--- src/rtl/round_robin_sm_arbiter_if.sv ---
// Request/target bundle for the round-robin arbiter.
// slave: arbiter side; master: requester/target side.
interface round_robin_sm_arbiter_if #(
  parameter int N = 32,
  parameter int M = 8
);
  logic [3:0]   start_request;
  logic [N-1:0] input_arguments_0;
  logic [N-1:0] input_arguments_1;
  logic [N-1:0] input_arguments_2;
  logic [N-1:0] input_arguments_3;
  logic         target_state_machine_finished;
  logic [M-1:0] received_data;
  logic         start_target_state_machine;
  logic [N-1:0] output_arguments;
  logic [3:0]   reset_start_request;
  logic [3:0]   finish;
  logic [M-1:0] received_data_0;
  logic [M-1:0] received_data_1;
  logic [M-1:0] received_data_2;
  logic [M-1:0] received_data_3;
  logic [1:0]   grant_id;
  logic         busy;
  logic         timeout;

  modport slave (
    input  start_request,
    input  input_arguments_0,
    input  input_arguments_1,
    input  input_arguments_2,
    input  input_arguments_3,
    input  target_state_machine_finished,
    input  received_data,
    output start_target_state_machine,
    output output_arguments,
    output reset_start_request,
    output finish,
    output received_data_0,
    output received_data_1,
    output received_data_2,
    output received_data_3,
    output grant_id,
    output busy,
    output timeout
  );

  modport master (
    output start_request,
    output input_arguments_0,
    output input_arguments_1,
    output input_arguments_2,
    output input_arguments_3,
    output target_state_machine_finished,
    output received_data,
    input  start_target_state_machine,
    input  output_arguments,
    input  reset_start_request,
    input  finish,
    input  received_data_0,
    input  received_data_1,
    input  received_data_2,
    input  received_data_3,
    input  grant_id,
    input  busy,
    input  timeout
  );
endinterface

--- src/rtl/round_robin_sm_arbiter.sv ---
// Round-robin arbiter sharing one target FSM among
// four requesters, with per-requester result registers.
module round_robin_sm_arbiter #(
  parameter int N       = 32,
  parameter int M       = 8,
  parameter int TIMEOUT = 1024
) (
  input logic clk,
  input logic reset,
  round_robin_sm_arbiter_if.slave bus
);
  localparam int CW = $clog2(TIMEOUT);
  localparam logic [CW-1:0] TMAX = CW'(TIMEOUT - 1);

  typedef enum logic [1:0] {
    IDLE, START, WAIT, FINISH
  } state_t;

  state_t          state_q;
  state_t          state_d;
  logic [1:0]      p_q;
  logic [1:0]      grant_q;
  logic [1:0]      pick;
  logic [1:0]      idx;
  logic            found;
  logic [CW-1:0]   cnt_q;
  logic            abort_q;
  logic [M-1:0]    rd_q [4];
  logic            done;
  logic            expire;
  logic            run;
  logic [3:0]      gsel;
  logic [N-1:0]    args;

  // first set request scanning upward from p
  always_comb begin
    pick  = p_q;
    found = 1'b0;
    idx   = '0;
    for (int i = 0; i < 4; i++) begin
      idx = p_q + 2'(i);
      if (!found && bus.start_request[idx]) begin
        pick  = idx;
        found = 1'b1;
      end
    end
  end

  assign done   = (state_q == WAIT) &&
                  bus.target_state_machine_finished;
  assign expire = (state_q == WAIT) &&
                  !bus.target_state_machine_finished &&
                  (cnt_q == TMAX);

  always_comb begin
    state_d = state_q;
    unique case (state_q)
      IDLE:    if (found) state_d = START;
      START:   state_d = WAIT;
      WAIT:    if (done || expire) state_d = FINISH;
      FINISH:  state_d = IDLE;
      default: state_d = IDLE;
    endcase
  end

  always_ff @(posedge clk) begin
    if (reset) begin
      state_q <= IDLE;
      p_q     <= '0;
      grant_q <= '0;
      cnt_q   <= '0;
      abort_q <= 1'b0;
      for (int k = 0; k < 4; k++) rd_q[k] <= '0;
    end else begin
      state_q <= state_d;
      if (state_q == IDLE && found) grant_q <= pick;
      if (state_q == START) begin
        cnt_q   <= '0;
        abort_q <= 1'b0;
      end else if (state_q == WAIT) begin
        cnt_q <= cnt_q + CW'(1);
      end
      if (expire) abort_q <= 1'b1;
      if (done) rd_q[grant_q] <= bus.received_data;
      if (state_q == FINISH) p_q <= grant_q + 2'd1;
    end
  end

  always_comb begin
    args = '0;
    if (run && state_q != IDLE) begin
      unique case (grant_q)
        2'd0: args = bus.input_arguments_0;
        2'd1: args = bus.input_arguments_1;
        2'd2: args = bus.input_arguments_2;
        2'd3: args = bus.input_arguments_3;
        default: args = '0;
      endcase
    end
  end

  // outputs are held quiet while reset is asserted
  assign run  = !reset;
  assign gsel = 4'b0001 << grant_q;

  assign bus.start_target_state_machine =
    run && (state_q == START);
  assign bus.reset_start_request =
    (run && state_q == START) ? gsel : 4'b0;
  assign bus.finish =
    (run && state_q == FINISH) ? gsel : 4'b0;
  assign bus.timeout =
    run && (state_q == FINISH) && abort_q;
  assign bus.busy     = run && (state_q != IDLE);
  assign bus.grant_id = grant_q;
  assign bus.output_arguments = args;
  assign bus.received_data_0  = rd_q[0];
  assign bus.received_data_1  = rd_q[1];
  assign bus.received_data_2  = rd_q[2];
  assign bus.received_data_3  = rd_q[3];
endmodule

--- src/flat_wrapper.sv ---
// flat-port wrapper written by rule: the top's interface ports become plain ports
module round_robin_sm_arbiter_flat 
#(
  parameter int N       = 32,
  parameter int M       = 8,
  parameter int TIMEOUT = 1024
)
  (clk, reset, bus_start_request, bus_input_arguments_0, bus_input_arguments_1, bus_input_arguments_2, bus_input_arguments_3, bus_target_state_machine_finished, bus_received_data, bus_start_target_state_machine, bus_output_arguments, bus_reset_start_request, bus_finish, bus_received_data_0, bus_received_data_1, bus_received_data_2, bus_received_data_3, bus_grant_id, bus_busy, bus_timeout);
  round_robin_sm_arbiter_if #(.N(N), .M(M)) bus_i ();
  input logic clk;
  input logic reset;
  input wire logic [$bits(bus_i.start_request)-1:0] bus_start_request;
  input wire logic [$bits(bus_i.input_arguments_0)-1:0] bus_input_arguments_0;
  input wire logic [$bits(bus_i.input_arguments_1)-1:0] bus_input_arguments_1;
  input wire logic [$bits(bus_i.input_arguments_2)-1:0] bus_input_arguments_2;
  input wire logic [$bits(bus_i.input_arguments_3)-1:0] bus_input_arguments_3;
  input wire logic [$bits(bus_i.target_state_machine_finished)-1:0] bus_target_state_machine_finished;
  input wire logic [$bits(bus_i.received_data)-1:0] bus_received_data;
  output wire logic [$bits(bus_i.start_target_state_machine)-1:0] bus_start_target_state_machine;
  output wire logic [$bits(bus_i.output_arguments)-1:0] bus_output_arguments;
  output wire logic [$bits(bus_i.reset_start_request)-1:0] bus_reset_start_request;
  output wire logic [$bits(bus_i.finish)-1:0] bus_finish;
  output wire logic [$bits(bus_i.received_data_0)-1:0] bus_received_data_0;
  output wire logic [$bits(bus_i.received_data_1)-1:0] bus_received_data_1;
  output wire logic [$bits(bus_i.received_data_2)-1:0] bus_received_data_2;
  output wire logic [$bits(bus_i.received_data_3)-1:0] bus_received_data_3;
  output wire logic [$bits(bus_i.grant_id)-1:0] bus_grant_id;
  output wire logic [$bits(bus_i.busy)-1:0] bus_busy;
  output wire logic [$bits(bus_i.timeout)-1:0] bus_timeout;
  assign bus_i.start_request = bus_start_request;
  assign bus_i.input_arguments_0 = bus_input_arguments_0;
  assign bus_i.input_arguments_1 = bus_input_arguments_1;
  assign bus_i.input_arguments_2 = bus_input_arguments_2;
  assign bus_i.input_arguments_3 = bus_input_arguments_3;
  assign bus_i.target_state_machine_finished = bus_target_state_machine_finished;
  assign bus_i.received_data = bus_received_data;
  assign bus_start_target_state_machine = bus_i.start_target_state_machine;
  assign bus_output_arguments = bus_i.output_arguments;
  assign bus_reset_start_request = bus_i.reset_start_request;
  assign bus_finish = bus_i.finish;
  assign bus_received_data_0 = bus_i.received_data_0;
  assign bus_received_data_1 = bus_i.received_data_1;
  assign bus_received_data_2 = bus_i.received_data_2;
  assign bus_received_data_3 = bus_i.received_data_3;
  assign bus_grant_id = bus_i.grant_id;
  assign bus_busy = bus_i.busy;
  assign bus_timeout = bus_i.timeout;
  round_robin_sm_arbiter #(.N(N), .M(M), .TIMEOUT(TIMEOUT)) u_core (.clk(clk), .reset(reset), .bus(bus_i));
endmodule
--- config.mk ---
export PLATFORM = sky130hd
export DESIGN_NAME = round_robin_sm_arbiter_flat
export DESIGN_NICKNAME = d
export VERILOG_FILES = /design/src/rtl/round_robin_sm_arbiter_if.sv /design/src/rtl/round_robin_sm_arbiter.sv /design/src/flat_wrapper.sv
export SDC_FILE = /design/constraint.sdc
export NUM_CORES = 1
export LEC_CHECK = 0
export CORE_MARGIN = 5
export CORE_UTILIZATION = 35
export DETAILED_ROUTE_END_ITERATION = 8
export PLACE_DENSITY = 0.81
export SYNTH_ARGS = -nofsm -noshare
export SYNTH_HDL_FRONTEND = slang
export SYNTH_SLANG_ARGS = --single-unit
--- constraint.sdc ---
create_clock -name clk -period 2.5 [get_ports clk]
set_input_delay 0.625 -clock clk [delete_from_list [all_inputs] [get_ports clk]]
set_output_delay 0.625 -clock clk [all_outputs]
set_load 0.02 [all_outputs]
==> reports/qor.csv, run 1 <==
metric,value,unit
total die area,10800,um2
"Reg clk slew, reported paths",80,ps
RSZ-0062 raised after global routing,yes,
ys flop type,edfxtp_1,
HPWL after detailed placement,9950,um
worst hold path class,register to register,
CTS tree,done,
Fmax,0.383,GHz
fill count,716,
I/O pin cnt,220,
CTS Sinks,49,
initial core utilization,0.356,
worst hold slack,527,ps
Core ar.,8680,um2
Area Growth Syn to Fin,88.5,%
Vert. Die Dim,104,um
"flops & latches, synth",49,
total CTS buffers,5,
critical path class,register to output pin,
Tot GR Track Use,0.224,
final core occ,0.672,
Rows,34,
number of DRC markers in iteration 0,359,
maxcap violations,0,
Pint,2.12,mW
fin crit period,2610,ps
Vias,3660,
nets,744,
Clk pwr share,0.176,
Worst Tran Pin Value,1270,ps
Rel. slew slack,0.149,
crit start category,register,
Flop pwr share,0.291,
Buffers on Ports,219,
count of final setup violators,29,
cts hold-fix bufs,0,
post-synth cell types,37,
Fin Clk Skew,4.76,ps
ANT nets after route,0,
CTS HTree Levels,2,
Worst VDD drop,0.340,mV
drt via density,5.23,
Switching Share,0.361,
Crit. End Element,output pin,
first-pass GRT wire length,19700,um
Leak,2.27,nW
violated checks,setup timing,
Ys Warns,0,
Slew Limit Fails,0,
setup ws final,-108,ps
mapped cell area,3090,um2
ys async rst share,0,
outcome,finished with violations,
Hold Path Cell Cnt,2,
Final Hold Fails,0,
RD Place Congestion,0.848,
DR DRC count,0,
antenna cells,0,
Pwr Density,568,nW/um2
initial antenna violation count,0,
crit path DAT,1980,ps
final WL,13100,um
Die W,104,um
period utilisation layout,1.04,
Worst Path Max Fanout,7,
layout cells sized above 1,0.177,
pin count of the biggest net entering global routing,46,
Worst-Skew Late Latency,300,ps
Logic pwr share,0.534,
NetSw,1.19,mW
worst r2r path cells,5,
drt pass-1 iters,7,
post-synthesis cell count,351,
CTS max path bufs,2,
vias in the first global route,3608,
DR WL/cell,18.7,um
register area share after synthesis,0.421,
clock root buffer,clkbuf_8,
post-synthesis net count,504,
Critical Path RT,1880,ps
Syn Area/Cell,8.81,um2
Post-synth EDFFs,32,
grt total ovfl,0,
path summary, 6_finish.rpt:
kind,from,end,slack (ps)
worst min-delay path,u_core.cnt_q[9],u_core.cnt_q[9],530
worst max-delay path,u_core.bus.grant_id[0],bus_output_arguments[6],-110
worst max register to register,u_core.state_q[0],u_core.rd_q[3][1],350
worst min register to register,u_core.cnt_q[9],u_core.cnt_q[9],530
synth_stat cells, types with 4 or more instances:
cell | instances | share of area
a21oi_1 | 36 | 0.058
dfxtp_1 | 17 | 0.11
mux2i_1 | 4 | 0.013
buf_2 | 18 | 0.029
clkbuf_1 | 5 | 0.0061
nor2_1 | 81 | 0.098
nand4_1 | 4 | 0.0081
xor2_1 | 4 | 0.011
and3_1 | 5 | 0.010
and2_1 | 37 | 0.075
o21ai_0 | 4 | 0.0065
inv_1 | 12 | 0.015
ha_1 | 10 | 0.040
edfxtp_1 | 32 | 0.31
a222oi_1 | 32 | 0.10
xnor2_1 | 4 | 0.011
nand2_1 | 13 | 0.016
final cells by class:
cell class / count / area, um2 / area share
sequential: 49 / 1310 / 0.225
tap: 108 / 135 / 0.0232
timing repair buffer: 259 / 2540 / 0.435
multi-input combinational: 264 / 1680 / 0.288
clock buffer: 6 / 82.6 / 0.0142
clock inverter: 2 / 37.5 / 0.00644
inverter: 12 / 47.5 / 0.00816
cells by family after synthesis:
family	count (synthesis)	synth area share
fa+ha+maj	10	0.0405
simple gates	160	0.256
buf+inv	38	0.0534
mux	4	0.0129
compound gates	82	0.193
xor+xnor	8	0.0227
flops	49	0.421
state kept, by name, summed over array words and instances (netlist names):
| name | count |
|---|---|
| u_core.p_q | 2 |
| u_core.rd_q | 32 |
| u_core.state_q | 2 |
| u_core.abort_q | 1 |
| u_core.cnt_q | 10 |
| u_core.bus.grant_id | 2 |
metrics by stage:
step	TNS, ps	power [mW]	area (um2)	std cells	setup slack (ps)
after detailed placement	-17850	2.65	5580	681	-464
final	-995	3.31	5830	700	-108
after floorplan	0	1.81	3090	351	98.2
after global routing	-4100	3.49	5830	700	-193
after global placement	-16610	2.62	5580	681	-464
after CTS	-1330	3.23	5730	695	-156
critical path, stage by stage, from the launching register on:
cell      delay (ps)
dfxtp_4          390
inv_4             40
ha_4             180
buf_12           140
buf_16           130
a222oi_1         340
nor2_1            90
a21oi_1          140
nor2_1            70
buf_4            160
layout by cell type, fill, tap and decap left out, drive strengths merged, types with 10 or more instances in the layout:
cell | Yosys | routed
buf | 21 | 70
clkdlybuf4s50 | 0 | 176
ha | 10 | 10
and2 | 37 | 37
dfxtp | 17 | 17
a222oi | 32 | 32
nor2 | 81 | 81
clkbuf | 5 | 16
inv | 12 | 12
nand2 | 13 | 13
edfxtp | 32 | 32
a21oi | 36 | 36
layer usage:
| layer | vias up | part of all wire | global-route usage |
|---|---|---|---|
| met1 | 1702 | 0.40 | 0.271 |
| li1 | 1760 | - | - |
| met4 | 0 | 0.017 | 0.0518 |
| met2 | 181 | 0.50 | 0.388 |
| met5 | - | 0 | 0 |
| met3 | 17 | 0.088 | 0.0701 |
what timing repair did:
| item | 4_1_cts | 5_1_grt |
|---|---|---|
| gates resized for setup | 165 | 36 |
| hold endpoints to repair | 0 | 0 |
| pin swaps | 21 | 38 |
| setup endpoints to repair | 43 | 42 |
| buffers inserted | 2 | 3 |
| cloned | 4 | 3 |
power by group through the flow:
| stage | combinational (mW) | sequential (mW) | clock [mW] |
|---|---|---|---|
| after floorplan | 0.783 | 1.03 | 0 |
| after global placement | 1.65 | 0.972 | 0 |
| after detailed placement | 1.67 | 0.975 | 0 |
| after CTS | 1.67 | 0.963 | 0.597 |
| after global routing | 1.89 | 0.971 | 0.626 |
| final | 1.77 | 0.963 | 0.581 |
Power figures use the tool's default switching activity.
==> run 2: changes to the inputs <==
- CORE_UTILIZATION: 35 -> 38
- PLACE_DENSITY: 0.81 -> 0.87
- SETUP_SLACK_MARGIN: not set -> 0.4
- clock period: 2.5 -> 3.33 ns (I/O delays scaled with it)
==> reports/qor.csv, run 2 (synthesized netlist as in run 1, its figures left out) <==
metric,value,unit
drt via density,5.36,
nets,722,
"commonest cells after routing, fill and taps aside","clkdlybuf4s50_1 (168), nor2_1 (77), and2_1 (37)",
final core occ,0.683,
pin count of the biggest net entering global routing,67,
Flop pwr share,0.320,
ANT nets after route,0,
area post-placement,5460,um2
Slew Limit Fails,0,
total die area,10000,um2
Pint,1.38,mW
outcome,"complete, no violations",
area of the multi-input gates,1680,um2
clock root buffer,clkbuf_8,
FF-to-FF setup slack,970,ps
count of final setup violators,0,
CTS HTree Levels,2,
CTS Sinks,49,
Critical Path RT,2500,ps
Hold Path Cell Cnt,2,
Rel. slew slack,0.243,
Regs by FF count,"u_core.rd_q: 32 flops, u_core.cnt_q: 10 flops",
Layout Cells excl Fill,675,
Fin Clk Skew,5.15,ps
Switching Share,0.389,
vias in the first global route,3625,
Worst R2R Start,u_core.state_q[0],
RD Place Congestion,0.909,
NetSw,0.883,mW
Worst Tran Pin Value,1130,ps
Final Hold Fails,0,
Largest Register,u_core.rd_q,
maxcap violations,0,
"Reg clk slew, reported paths",100,ps
I/O pin cnt,220,
fin crit period,2900,ps
Tot GR Track Use,0.232,
Die W,100,um
Rows,33,
number of DRC markers in iteration 0,288,
Worst Path Max Fanout,1,
total CTS buffers,5,
Fmax,0.345,GHz
Buffers on Ports,219,
crit path DAT,2070,ps
CTS max path bufs,2,
Worst VDD drop,0.231,mV
grt total ovfl,0,
Logic pwr share,0.520,
fill count,653,
"commonest non-fill, non-tap cell in the layout",clkdlybuf4s50_1,
DR WL/cell,18.6,um
Vias,3621,
HPWL after detailed placement,9820,um
worst r2r dst,u_core.rd_q[3][6],
CTS tree,done,
initial antenna violation count,0,
layout cells sized above 1,0.151,
drt pass-1 iters,8,
Vert. Die Dim,100,um
antenna cells,0,
Cells after DPL,664,
Area Growth Syn to Fin,78.6,%
crit start category,primary input,
Clk pwr share,0.160,
Crit. Startpoint,bus_input_arguments_2[9],
CP Capture Point,bus_output_arguments[9],
Crit. End Element,output pin,
RSZ-0062 raised after global routing,yes,
power consumption,2.27,mW
Leak,2.20,nW
Core ar.,8090,um2
FF+latch area,1310,um2
critical path class,primary input to output pin,
worst hold path class,register to register,
DR DRC count,0,
final WL,12500,um
worst r2r path cells,4,
Worst-Skew Late Latency,300,ps
worst hold slack,520,ps
max reg flops,32,
initial core utilization,0.382,
first-pass GRT wire length,18500,um
period utilisation layout,0.871,
Pwr Density,410,nW/um2
post-route cell area,5530,um2
## run 2: critical path, cell delays in order
cell and delay, ps:
clkdlybuf4s50_1 400, a222oi_1 370, nor2_1 100, a21oi_1 150, nor2_1 60, buf_4 160
## run 2: metal layers
metal  share of wire  wire length [um]  track usage  vias to the layer above
met4           0.027               343       0.0694                        0
met2            0.50              6230        0.405                      211
met3            0.10              1280       0.0688                       32
li1                -                 -            -                     1714
met5               0                 0            0                        -
met1            0.37              4670        0.274                     1664
## run 2: power by group through the flow
stage | logic [mW] | registers (mW) | clock network, mW
global placement | 1.16 | 0.735 | 0
finish | 1.18 | 0.727 | 0.363
detailed placement | 1.18 | 0.738 | 0
CTS | 1.11 | 0.725 | 0.365
floorplan | 0.588 | 0.770 | 0
global route | 1.27 | 0.733 | 0.398
## run 2: layout make-up
type,count,share of cell area
multi-input combinational,264,0.304
clock inverter,3,0.00476
clock buffer,5,0.0125
tap,105,0.0238
inverter,12,0.00815
sequential,49,0.236
timing repair buffer,237,0.411
## run 2: worst min path at each step
stage                                start                      to  slack (ps)
global placement         u_core.state_q[1]       u_core.state_q[1]         480
global route                u_core.abort_q          u_core.abort_q         550
floorplan                   u_core.abort_q          u_core.abort_q         450
detailed placement       u_core.state_q[0]       u_core.state_q[0]         510
CTS                 u_core.bus.grant_id[0]  u_core.bus.grant_id[0]         510
finish                      u_core.abort_q          u_core.abort_q         520
## run 2: stage by stage
stage,setup TNS [ps],setup slack [ps]
after global placement,-190,-62.1
after floorplan,0,721
final,0,429
after detailed placement,-271,-78.9
after global routing,0,371
after CTS,0,223
## run 2: repair_timing
| item | in CTS | in global routing |
|---|---|---|
| endpoints found under the setup margin | 43 | 25 |
| pin swaps | 5 | 14 |
| hold buffers | 0 | 0 |
| buffers inserted | 0 | 2 |
| gates cloned | 0 | 1 |
| gates resized for setup | 153 | 50 |
